==> config.mk <==
export PLATFORM = sky130hd
export DESIGN_NAME = mem_arbiter
export DESIGN_NICKNAME = d
export VERILOG_FILES = /design/src/rtl/mem_arb_pkg.sv /design/src/rtl/arb_rr2.sv /design/src/rtl/mem_arbiter.sv
export SDC_FILE = /design/constraint.sdc
export NUM_CORES = 1
export LEC_CHECK = 0
export BUFFER_PORTS_ARGS = -buffer_cell sky130_fd_sc_hd__buf_2
export CAP_MARGIN = 15
export CORE_UTILIZATION = 40
export DETAILED_ROUTE_END_ITERATION = 8
export PLACE_DENSITY = 0.71
export SETUP_SLACK_MARGIN = 0.1
export SLEW_MARGIN = 20
export SYNTH_ARGS = -nofsm -noshare
export SYNTH_HDL_FRONTEND = slang
export SYNTH_HIERARCHICAL = 1
export SYNTH_SLANG_ARGS = --single-unit
==> constraint.sdc <==
create_clock -name clk -period 1.67 [get_ports clk]
set_clock_uncertainty 0.2 [all_clocks]
set_input_delay 0.4175 -clock clk [delete_from_list [all_inputs] [get_ports clk]]
set_output_delay 0.4175 -clock clk [all_outputs]
set_load 0.1 [all_outputs]
==> src/rtl/mem_arb_pkg.sv <==
// Shared definitions for the instruction/data memory arbiter.
package mem_arb_pkg;

   typedef enum logic [1:0] {
      ST_IDLE  = 2'd0,
      ST_ISSUE = 2'd1,
      ST_WAIT  = 2'd2,
      ST_RESP  = 2'd3
   } state_t;

   localparam logic PORT_I = 1'b0;
   localparam logic PORT_D = 1'b1;

   // Wide enough for a latency count up to 4
   localparam int unsigned CNT_W = 3;

endpackage

==> src/rtl/arb_rr2.sv <==
// Two-way round-robin picker: on a tie the port not granted last time wins.
module arb_rr2
   import mem_arb_pkg::*;
(
   input  logic i_req,
   input  logic d_req,
   input  logic last_d,
   output logic gnt_id_c,
   output logic gnt_vld_c
);

   always_comb begin
      gnt_vld_c = i_req | d_req;
      gnt_id_c  = PORT_I;
      if (i_req && d_req) begin
         gnt_id_c = last_d ? PORT_I : PORT_D;
      end else if (d_req) begin
         gnt_id_c = PORT_D;
      end
   end

endmodule

==> src/rtl/mem_arbiter.sv <==
// Shares one synchronous memory between the instruction-fetch and data ports,
// one access at a time, with a one-cycle acknowledge per completed access.
module mem_arbiter
   import mem_arb_pkg::*;
#(
   parameter int unsigned AW      = 32,
   parameter int unsigned DW      = 32,
   parameter int unsigned MEM_LAT = 1
) (
   input  logic          clk,
   input  logic          rst,
   input  logic          i_req,
   input  logic [AW-1:0] i_addr,
   output logic          i_ack,
   output logic [DW-1:0] i_rdata,
   input  logic          d_req,
   input  logic          d_we,
   input  logic [AW-1:0] d_addr,
   input  logic [DW-1:0] d_wdata,
   output logic          d_ack,
   output logic [DW-1:0] d_rdata,
   output logic          m_en,
   output logic          m_we,
   output logic [AW-1:0] m_addr,
   output logic [DW-1:0] m_wdata,
   input  logic [DW-1:0] m_rdata,
   output logic          busy
);

   state_t           state_q, state_d;
   logic [CNT_W-1:0] cnt_q, cnt_d;
   logic             gnt_q, gnt_d;
   logic             last_d_q, last_d_d;
   logic             gnt_id_c, gnt_vld_c;

   logic             m_en_d, m_we_d, i_ack_d, d_ack_d, busy_d;
   logic [AW-1:0]    m_addr_d;
   logic [DW-1:0]    m_wdata_d, i_rdata_d, d_rdata_d;

   arb_rr2 u_arb (
      .i_req     (i_req),
      .d_req     (d_req),
      .last_d    (last_d_q),
      .gnt_id_c  (gnt_id_c),
      .gnt_vld_c (gnt_vld_c)
   );

   always_ff @(posedge clk or negedge rst) begin
      if (!rst) begin
         state_q  <= ST_IDLE;
         cnt_q    <= '0;
         gnt_q    <= PORT_I;
         last_d_q <= 1'b0;
         m_en     <= 1'b0;
         m_we     <= 1'b0;
         m_addr   <= '0;
         m_wdata  <= '0;
         i_ack    <= 1'b0;
         d_ack    <= 1'b0;
         i_rdata  <= '0;
         d_rdata  <= '0;
         busy     <= 1'b0;
      end else begin
         state_q  <= state_d;
         cnt_q    <= cnt_d;
         gnt_q    <= gnt_d;
         last_d_q <= last_d_d;
         m_en     <= m_en_d;
         m_we     <= m_we_d;
         m_addr   <= m_addr_d;
         m_wdata  <= m_wdata_d;
         i_ack    <= i_ack_d;
         d_ack    <= d_ack_d;
         i_rdata  <= i_rdata_d;
         d_rdata  <= d_rdata_d;
         busy     <= busy_d;
      end
   end

   // Next state and registered outputs; m_addr/m_wdata double as the latched request
   always_comb begin
      state_d   = state_q;
      cnt_d     = cnt_q;
      gnt_d     = gnt_q;
      last_d_d  = last_d_q;
      m_en_d    = 1'b0;
      m_we_d    = 1'b0;
      m_addr_d  = m_addr;
      m_wdata_d = m_wdata;
      i_ack_d   = 1'b0;
      d_ack_d   = 1'b0;
      i_rdata_d = i_rdata;
      d_rdata_d = d_rdata;

      unique case (state_q)
         ST_IDLE: begin
            if (gnt_vld_c) begin
               gnt_d     = gnt_id_c;
               last_d_d  = gnt_id_c;
               m_en_d    = 1'b1;
               state_d   = ST_ISSUE;
               if (gnt_id_c == PORT_D) begin
                  m_we_d    = d_we;
                  m_addr_d  = d_addr;
                  m_wdata_d = d_wdata;
               end else begin
                  m_we_d    = 1'b0;
                  m_addr_d  = i_addr;
                  m_wdata_d = '0;
               end
            end
         end
         ST_ISSUE: begin
            if (m_we) begin
               d_ack_d = 1'b1;
               state_d = ST_RESP;
            end else begin
               cnt_d   = CNT_W'(1);
               state_d = ST_WAIT;
            end
         end
         ST_WAIT: begin
            if (cnt_q == CNT_W'(MEM_LAT)) begin
               state_d = ST_RESP;
               if (gnt_q == PORT_D) begin
                  d_rdata_d = m_rdata;
                  d_ack_d   = 1'b1;
               end else begin
                  i_rdata_d = m_rdata;
                  i_ack_d   = 1'b1;
               end
            end else begin
               cnt_d = cnt_q + CNT_W'(1);
            end
         end
         ST_RESP: begin
            state_d = ST_IDLE;
         end
         default: begin
            state_d = ST_IDLE;
         end
      endcase

      busy_d = (state_d != ST_IDLE);
   end

endmodule

==> run metrics <==
status=finished with violations; failing checks=setup timing; sequential cell area fraction in the yosys report=61.5%; Core Rows=43; #FFs+latches synth=139; final hold violation count=0; GR Overflow Total=0; GP Congestion=0.792; Layout Utilization=85.3%; port buffer count=265; Tmin final=1.82 ns; antenna violations before repair=0; cell count after synthesis=462; FF+latch area=3490 um^2; CTS Buf Count=17; Final setup viols=128; multi-input logic area=2520 um^2; Clock Sinks=139; worst setup margin=-0.147 ns; die area=14600 um^2; Initial Util=40.9%; Final period util=109%; Iter 0 DRT Violations=246; Area Overhead vs Synth=108%; R2R depth=7; post-route cell area=11800 um^2; Die Y=121 um; routed len/inst=21.5 um; Final nets=971; Slew Limit Fails=0; final WL=22000 um; signal arrival time at the worst endpoint=1.92 ns; Skew-Pair Late Insertion Delay=0.42 ns; RSZ-0062 raised after global routing=true; deepest clock path buffer count=2; ANT nets after route=0; CTS tree=built; number of distinct library cells after synthesis=30; Setup Total Neg Slack=-8.12 ns; worst slew pin tran=0.354 ns; CTS clock-pin slew for the worst setup and hold paths=0.06 ns; DP Area=9360 um^2; H-Tree Level Count=4; fill count=591; Crit. End Element=register; CP Max Fanout=5; Post-Syn Area per Cell=12.2 um^2; layout cells sized above 1=67.6%; first-pass GRT wire length=28100 um; Max-cap violations=0; DP Wirelength=11500 um; WS Path Type=reg2reg; core area=13800 um^2; number of global-route vias before repair=5325; startpoint types=register; Yosys Warn Count=6; dpl cells=902; Via-to-Cell Ratio=5.12; ANT cells=0; Worst slew margin=76.4%; total number of vias=5255; fin cells=1026; root buffer cell=clkbuf_16; total global-route track usage=25.6%; fmax=550 MHz; TritonRoute pass-1 iters=4; die extent in x=121 um; Synth Net Count=600; DRC violations left=0; Ports=266; worst path required time=1.77 ns; HP Class=in2reg; Synth Cell Area=5660 um^2; largest net degree at the start of global routing=32; hold path cells=3
cell type report:
cell class	count	area share, %
inverters	5	0.265
multi-input cells	290	21.3
clock inverters	14	1.77
clock buffers	18	3.72
repair buffers	380	41.4
flip-flops and latches	139	29.6
well taps	180	1.91
state kept, by name, indices dropped and copies added, names as in the netlist:
| signal | count |
|---|---|
| busy | 1 |
| cnt_q | 3 |
| d_ack | 1 |
| d_rdata | 32 |
| i_ack | 1 |
| i_rdata | 32 |
| last_d_q | 1 |
| m_addr | 32 |
| m_en | 1 |
| m_wdata | 32 |
| m_we | 1 |
| state_q | 2 |
synth_stat cells, drive strengths merged:
library cell    n  area (um^2)
mux2i          33          330
nor2            5         26.3
and2            1         6.26
nand2         103          387
nand3b          1         20.0
o21ai          33          165
clkbuf          9         33.8
or2             1         6.26
dfrtp         139         3480
and3            2         12.5
buf            19          139
nand3          33          165
ha              5         62.6
a21o            1         7.51
o211ai          1         7.51
inv             4         15.0
a22o            1         8.76
a21boi          2         15.0
a22oi           1         7.51
clkinv          1         3.75
nor4b           1         8.76
mux2           64          721
a211o           1         8.76
nand4b          1         23.8
critical path: stages, from the launching register on:
cell       delay (ns)
dfrtp_1          0.40
inv_2            0.08
ha_4             0.15
nand3b_4         0.10
nor2_4           0.15
buf_12           0.15
clkbuf_16        0.14
mux2_2           0.33
final timing paths:
| kind | from | slack (ns) | to |
|---|---|---|---|
| max in group asynchronous | rst | 0.45 | d_rdata[0] |
| max | cnt_q[1] | -0.15 | i_rdata[24] |
| min | d_wdata[2] | 0.03 | m_wdata[2] |
| min reg2reg | m_wdata[22] | 0.33 | m_wdata[22] |
| max reg2reg | cnt_q[1] | -0.15 | i_rdata[24] |
| min in group asynchronous | rst | 0.31 | d_rdata[8] |
through the flow:
stage               hold WS [ns]  worst slack [ns]
floorplan                -0.0781            -0.143
global placement           0.134            -0.147
detailed placement         0.133            -0.212
CTS                       0.0162            -0.132
global route              0.0149            -0.182
finish                    0.0296            -0.147
cell usage in the layout (no fill, tap or decap), types with 4 or more instances in the layout:
cell       count
bufinv_16      4
buf_4         61
buf_6         13
nand3_2        8
buf_2        131
mux2i_1       24
nand3_1       25
mux2_2        31
o21ai_1       20
dfrtp_1      133
nand2_2       38
nand2_4        7
dfrtp_2        5
mux2i_2        5
mux2_4        31
ha_4           4
clkbuf_16     31
buf_16        10
nand2_1       57
buf_12       147
mux2i_4        4
o21ai_2       13
routing by layer:
layer	vias up	GRT usage, %	share of wire (%)
met1	2629	28.0	35
met3	54	8.18	5.8
met5	-	0	0
met2	250	46.0	56
li1	2322	-	-
met4	0	9.34	3.1
cells by family (layout without fill, tap and decap cells):
family | count (synthesis) | after routing | synth area share (%)
AND/OR/NAND/NOR | 148 | 148 | 11.6
adder cells (fa/ha/maj) | 5 | 5 | 1.11
flip-flops | 139 | 139 | 61.5
AO/OA/AOI/OAI | 40 | 40 | 3.89
multiplexers | 97 | 97 | 18.6
buffers and inverters | 33 | 417 | 3.38
what timing repair did:
action                                 CTS  global route
setup endpoints to repair              265           269
pin swaps                               18            22
hold buffers                             1             0
gates cloned                             9            16
resized for setup                       90           124
endpoints found under the hold margin   28             0
buffers inserted                        33            33
Power is not shown: default switching activity piles up to over one toggle a cycle in this logic, so the estimate is an artifact.
